[config.mk]
export PLATFORM = sky130hd
export DESIGN_NAME = axi_region_decerr_slave
export DESIGN_NICKNAME = d
export VERILOG_FILES = /design/src/rtl/axi_region_decerr_slave.sv
export SDC_FILE = /design/constraint.sdc
export NUM_CORES = 1
export LEC_CHECK = 0
export ABC_CLOCK_PERIOD_IN_PS = 3440
export BUFFER_PORTS_ARGS = -buffer_cell sky130_fd_sc_hd__buf_4
export CAP_MARGIN = 5
export CORE_UTILIZATION = 49
export CTS_BUF_LIST = sky130_fd_sc_hd__clkbuf_4 sky130_fd_sc_hd__clkbuf_8
export DETAILED_ROUTE_END_ITERATION = 6
export PLACE_DENSITY = 0.8
export SYNTH_ARGS = -nofsm -noshare
export SYNTH_HDL_FRONTEND = slang
export SYNTH_SLANG_ARGS = --single-unit
[constraint.sdc]
create_clock -name clk -period 3.44 [get_ports clk]
set_clock_uncertainty 0.15 [all_clocks]
set_input_delay 0.516 -clock clk [delete_from_list [all_inputs] [get_ports clk]]
set_output_delay 0.516 -clock clk [all_outputs]
set_load 0.05 [all_outputs]
[src/rtl/axi_region_decerr_slave.sv]
// AXI4 address decoder with runtime-programmable windows and a built-in decode-error slave.
// Misses are accepted combinationally, writes are drained to a DECERR B, reads return zero DECERR beats.
module axi_region_decerr_slave #(
  parameter int NB_REGION      = 3,
  parameter int AXI_ADDR_WIDTH = 32,
  parameter int AXI_DATA_WIDTH = 32,
  parameter int AXI_ID_WIDTH   = 4,
  parameter int CNT_WIDTH      = 16
) (
  input  logic                                clk,
  input  logic                                rst_n,
  input  logic [NB_REGION*AXI_ADDR_WIDTH-1:0] start_addr_i,
  input  logic [NB_REGION*AXI_ADDR_WIDTH-1:0] end_addr_i,
  input  logic [NB_REGION-1:0]                region_en_i,
  input  logic                                aw_valid_i,
  input  logic [AXI_ADDR_WIDTH-1:0]           aw_addr_i,
  input  logic [AXI_ID_WIDTH-1:0]             aw_id_i,
  input  logic [7:0]                          aw_len_i,
  output logic                                aw_ready_o,
  output logic [NB_REGION-1:0]                aw_sel_o,
  output logic                                aw_miss_o,
  input  logic                                w_valid_i,
  input  logic                                w_last_i,
  output logic                                w_ready_o,
  output logic                                b_valid_o,
  output logic [AXI_ID_WIDTH-1:0]             b_id_o,
  output logic [1:0]                          b_resp_o,
  input  logic                                b_ready_i,
  input  logic                                ar_valid_i,
  input  logic [AXI_ADDR_WIDTH-1:0]           ar_addr_i,
  input  logic [AXI_ID_WIDTH-1:0]             ar_id_i,
  input  logic [7:0]                          ar_len_i,
  output logic                                ar_ready_o,
  output logic [NB_REGION-1:0]                ar_sel_o,
  output logic                                ar_miss_o,
  output logic                                r_valid_o,
  output logic [AXI_DATA_WIDTH-1:0]           r_data_o,
  output logic [1:0]                          r_resp_o,
  output logic                                r_last_o,
  output logic [AXI_ID_WIDTH-1:0]             r_id_o,
  input  logic                                r_ready_i,
  input  logic                                err_clr_i,
  output logic [CNT_WIDTH-1:0]                err_cnt_o
);

  localparam int AW = AXI_ADDR_WIDTH;

  typedef enum logic [1:0] {W_IDLE, W_DRAIN, W_RESP} w_state_t;
  typedef enum logic       {R_IDLE, R_DATA} r_state_t;

  w_state_t       w_state;
  r_state_t       r_state;
  logic [7:0]     beat_cnt;
  logic           aw_hs;
  logic           ar_hs;
  logic [1:0]     inc;
  logic [CNT_WIDTH:0] cnt_sum;
  logic           unused_len;

  // Scanning from the top index down lets the lowest-indexed hit overwrite the others.
  function automatic logic [NB_REGION-1:0] decode(
    input logic [AW-1:0]           addr,
    input logic [NB_REGION*AW-1:0] s,
    input logic [NB_REGION*AW-1:0] e,
    input logic [NB_REGION-1:0]    en
  );
    logic [NB_REGION-1:0] sel;
    sel = '0;
    for (int i = NB_REGION - 1; i >= 0; i--) begin
      if (en[i] && (addr >= s[i*AW +: AW]) && (addr <= e[i*AW +: AW])) begin
        sel    = '0;
        sel[i] = 1'b1;
      end
    end
    return sel;
  endfunction

  assign aw_sel_o   = decode(aw_addr_i, start_addr_i, end_addr_i, region_en_i);
  assign ar_sel_o   = decode(ar_addr_i, start_addr_i, end_addr_i, region_en_i);
  assign aw_miss_o  = ~|aw_sel_o;
  assign ar_miss_o  = ~|ar_sel_o;

  assign aw_ready_o = (w_state == W_IDLE) && aw_miss_o;
  assign ar_ready_o = (r_state == R_IDLE) && ar_miss_o;
  assign aw_hs      = aw_valid_i && aw_ready_o;
  assign ar_hs      = ar_valid_i && ar_ready_o;
  assign r_data_o   = '0;
  assign unused_len = ^aw_len_i;

  always_ff @(posedge clk or negedge rst_n) begin
    if (!rst_n) begin
      w_state   <= W_IDLE;
      w_ready_o <= 1'b0;
      b_valid_o <= 1'b0;
      b_resp_o  <= 2'b00;
      b_id_o    <= '0;
    end else begin
      case (w_state)
        W_IDLE: begin
          if (aw_hs) begin
            b_id_o    <= aw_id_i;
            w_ready_o <= 1'b1;
            w_state   <= W_DRAIN;
          end
        end
        W_DRAIN: begin
          if (w_valid_i && w_last_i) begin
            w_ready_o <= 1'b0;
            b_valid_o <= 1'b1;
            b_resp_o  <= 2'b11;
            w_state   <= W_RESP;
          end
        end
        W_RESP: begin
          if (b_ready_i) begin
            b_valid_o <= 1'b0;
            b_resp_o  <= 2'b00;
            w_state   <= W_IDLE;
          end
        end
        default: w_state <= W_IDLE;
      endcase
    end
  end

  // r_last is registered, so it is precomputed from the count of beats still to go.
  always_ff @(posedge clk or negedge rst_n) begin
    if (!rst_n) begin
      r_state   <= R_IDLE;
      beat_cnt  <= 8'd0;
      r_valid_o <= 1'b0;
      r_last_o  <= 1'b0;
      r_resp_o  <= 2'b00;
      r_id_o    <= '0;
    end else begin
      case (r_state)
        R_IDLE: begin
          if (ar_hs) begin
            r_id_o    <= ar_id_i;
            beat_cnt  <= ar_len_i;
            r_valid_o <= 1'b1;
            r_resp_o  <= 2'b11;
            r_last_o  <= (ar_len_i == 8'd0);
            r_state   <= R_DATA;
          end
        end
        R_DATA: begin
          if (r_ready_i) begin
            if (r_last_o) begin
              r_valid_o <= 1'b0;
              r_last_o  <= 1'b0;
              r_resp_o  <= 2'b00;
              r_state   <= R_IDLE;
            end else begin
              beat_cnt <= beat_cnt - 8'd1;
              r_last_o <= (beat_cnt == 8'd1);
            end
          end
        end
        default: r_state <= R_IDLE;
      endcase
    end
  end

  assign inc     = {1'b0, aw_hs} + {1'b0, ar_hs};
  assign cnt_sum = {1'b0, err_cnt_o} + {{(CNT_WIDTH-1){1'b0}}, inc};

  always_ff @(posedge clk or negedge rst_n) begin
    if (!rst_n) begin
      err_cnt_o <= '0;
    end else if (err_clr_i) begin
      err_cnt_o <= '0;
    end else if (cnt_sum[CNT_WIDTH]) begin
      err_cnt_o <= '1;
    end else begin
      err_cnt_o <= cnt_sum[CNT_WIDTH-1:0];
    end
  end

endmodule

==> flow_metrics.py <==
metrics = {
    "finish": {
        "fin_nets": 2764,
        "final_area_mm2": 0.01820,
        "post-route-util": 0.8239,
        "diodes": 0,
        "fin_cells": 2364,
        "area_growth_pct": 62.96,
        "drive_above_1_share": 0.4189,
    },
    "timing": {
        "fin_crit_ps": 4179,
        "fmax_ghz": 0.2393,
        "setup_viol": 25,
        "hold_violations": 0,
        "slew_headroom": 0.6469,
        "worst_pin_slew_ps": 529.6,
        "rsz0062_at_grt": "true",
        "final.period_utilization": 1.215,
        "drv_slew": 0,
        "setup_slack_ps": -738.7,
    },
    "worst_hold_path": {
        "hp-class": "primary input to async pin",
    },
    "critical_path": {
        "path_class": "primary input to register",
        "crit_arrival_ps": 4270,
        "r2r-start": "r_state$_DFF_PN0_",
        "crit_path_end_kind": "register",
        "critPathMaxFanout": 7,
        "worstSetupStartpoint": "ar_addr_i[9]",
        "critPathLaunchType": "primary input",
        "required_ps": 3530,
    },
    "clock_tree": {
        "cts_root_buffer": "clkbuf_8",
        "cts_buffer_depth": 2,
        "clock_latency_ps": 310,
        "tritoncts": "yes",
        "path_clk_slew_ps": 90,
        "cts_buffers": 5,
        "cts_sinks": 39,
        "cts.htree.levels": 2,
    },
    "routing": {
        "wl_per_cell_um": 21.39,
        "antenna_left": 0,
        "initialDrtViolationCount": 842,
        "wirelength_um": 50560,
        "drt_first_pass_iters": 5,
        "vias": 14080,
        "post-route-drc-count": 0,
        "via_per_inst": 5.957,
    },
    "synth": {
        "yosys.area.top_type": "ha_1",
        "netlist_instances": 1409,
        "yosysWarnings": 0,
        "avgSynthCellArea_um2": 7.928,
        "synthTopCellsByArea": "ha_1, dfrtp_1, inv_1",
        "synth-edff-count": 0,
        "yosysTopAreaCellShare": 0.4335,
        "async_reset_ff_frac": 1.000,
        "ys_seq_elements": 39,
        "ys.flop_type": "dfrtp_1",
        "syn_area_mm2": 0.01117,
        "ys_seq_area_frac": 0.08737,
        "synth_cell_types": 68,
    },
    "pwr": {
        "p_per_area_mw_per_mm2": 243.1,
        "comb_power_share": 0.747,
        "p_switching_mw": 2.141,
        "ir_worst_vdd_mv": 0.2753,
        "power_mw": 4.425,
        "p_clk_frac": 0.090,
        "pwr-share-seq": 0.163,
        "p_int_mw": 2.283,
        "leakage_nw": 9.632,
        "power.share.switching": 0.4840,
    },
    "outcome": {
        "violations": "setup timing",
        "outcome": "complete, but fails checks",
    },
    "die": {
        "initial_core_util": 0.5056,
        "core_area_mm2": 0.02209,
        "num_io_pins": 366,
        "die_area_mm2": 0.02340,
        "die_w_um": 153.0,
        "die_h_um": 153.0,
        "rows": 54,
    },
    "grt": {
        "antenna_found_initial": 1,
        "grt_pass1_wl_um": 74280,
        "gr-usage-all-layers": 0.4067,
        "grt_pass1_vias": 14080,
        "grt_max_degree": 40,
        "grt_overflow_total": 0,
    },
    "flow_run": {
        "max_cap_violations": 0,
    },
    "place": {
        "placed_area_mm2": 0.01646,
        "hpwl_um": 39620,
        "place.gp.congestion": 1.047,
        "io_buffer_count": 325,
        "dp.cells": 2325,
    },
}
-- per-layer routing --
layer  share of wire  vias up  global-route usage
met1            0.38     6488              0.4735
met4           0.065        2              0.2073
met2            0.48      870              0.7254
met5         0.00022        -                   0
met3           0.076      233             0.05727
li1                -     6489                   -
-- worst max-delay path, stage by stage --
cell      delay, ps
buf_6           100
buf_6           130
ha_4            260
nand4_1         150
or4_4           570
a21o_1          170
a31oi_1         170
o22ai_2         140
a221oi_4        410
nand3_2         150
inv_2           100
fa_2            230
ha_4            150
nand2_4          60
nor2_4           90
and4_4          240
nand2_4          50
inv_2            60
nand4_1         180
buf_6           230
a21oi_2         140
-- per-stage QoR --
step           setup TNS [ps]  hold slack [ps]  worst slack, ps
2_1_floorplan          -20080            70.41            -1291
3_3_place_gp           -24880            313.3            -1130
3_5_place_dp           -28550            317.5            -1272
4_1_cts                -12720            39.95           -703.4
5_1_grt                -16790            55.79           -910.8
6_report               -13630            32.21           -738.7
-- cell usage after synthesis (all sizes together), types with 23 or more instances --
cell and number:
a211oi 23, a21o 30, a21oi 148, buf 38, dfrtp 39, ha 387, inv 209, nand2 110
nand3 46, nand4 60, nor2 51, o21ai 55
-- cell usage in the layout, fill, tap and decap left out, types with 10 or more instances in the layout --
master    count
buf_4       606
ha_1        327
inv_1       180
a21oi_1     131
nand2_1     105
nand4_1      60
ha_4         60
buf_6        60
o21ai_0      48
nor2_1       47
nand3_1      41
dfrtp_1      39
conb_1       32
a21o_1       30
a211oi_1     17
o211ai_1     16
nor3_1       15
a21oi_2      14
inv_4        13
inv_2        12
nor2b_1      11
a221oi_1     10
-- registers in the layout, indices dropped and copies added, names as in the netlist --
name and count:
b_id_o 4, b_resp_o 1, beat_cnt 8, err_cnt_o 16, r_id_o 4, r_last_o 1
r_resp_o 1, r_state 1, w_ready_o 1, w_state 2
-- power by group through the flow --
stage                     Clock [mW]  Combinational, mW  Sequential, mW
final                          0.397               3.31           0.721
after global routing           0.416               3.52           0.736
after CTS                      0.395               3.11           0.715
after detailed placement           0               2.93           0.719
after global placement             0               2.86           0.715
after floorplan                    0               1.46           0.936
-- what timing repair did --
| item | 4_1_cts | 5_1_grt |
|---|---|---|
| setup endpoints to repair | 32 | 32 |
| pin swaps | 70 | 43 |
| gates resized for setup | 169 | 93 |
| setup buffers | 29 | 11 |
| endpoints found under the hold margin | 0 | 0 |
| hold buffers | 0 | 0 |
| gates cloned | 1 | 0 |
-- final timing paths --
| path | endpoint | cells past startpoint | slack, ps |
|---|---|---|---|
| max in group asynchronous | beat_cnt[5]$_DFFE_PN0P_ | 1 | 2740 |
| min in group clk | w_state[1]$_DFFE_PN0P_ | 2 | 240 |
| worst max register to register | err_cnt_o[1]$_DFF_PN0_ | 13 | 640 |
| worst max-delay path | err_cnt_o[1]$_DFF_PN0_ | 21 | -740 |
| worst min register to register | w_ready_o$_DFFE_PN0P_ | 1 | 330 |
| worst min-delay path | err_cnt_o[14]$_DFF_PN0_ | 1 | 30 |
-- cell families (layout without fill, tap and decap cells) --
kind of cell	after synthesis	after routing	synth area share
other	1	32	0.0003357
buffers and inverters	251	895	0.09711
adder cells (fa/ha/maj)	388	388	0.4353
XOR/XNOR	10	10	0.007841
flip-flops	39	39	0.08737
AO/OA/AOI/OAI	351	351	0.1983
multiplexers	12	12	0.01210
AND/OR/NAND/NOR	357	357	0.1617
-- layout make-up --
type | count | area [µm²]
Clock buffer | 5 | 68.82
Clock inverter | 2 | 37.54
Fill cell | 1365 | 3890
Inverter | 209 | 843.3
Multi-Input combinational cell | 1150 | 10480
Sequential cell | 39 | 975.9
Tap cell | 280 | 350.3
Timing Repair Buffer | 679 | 5450
(Power assumes the default switching activity.)
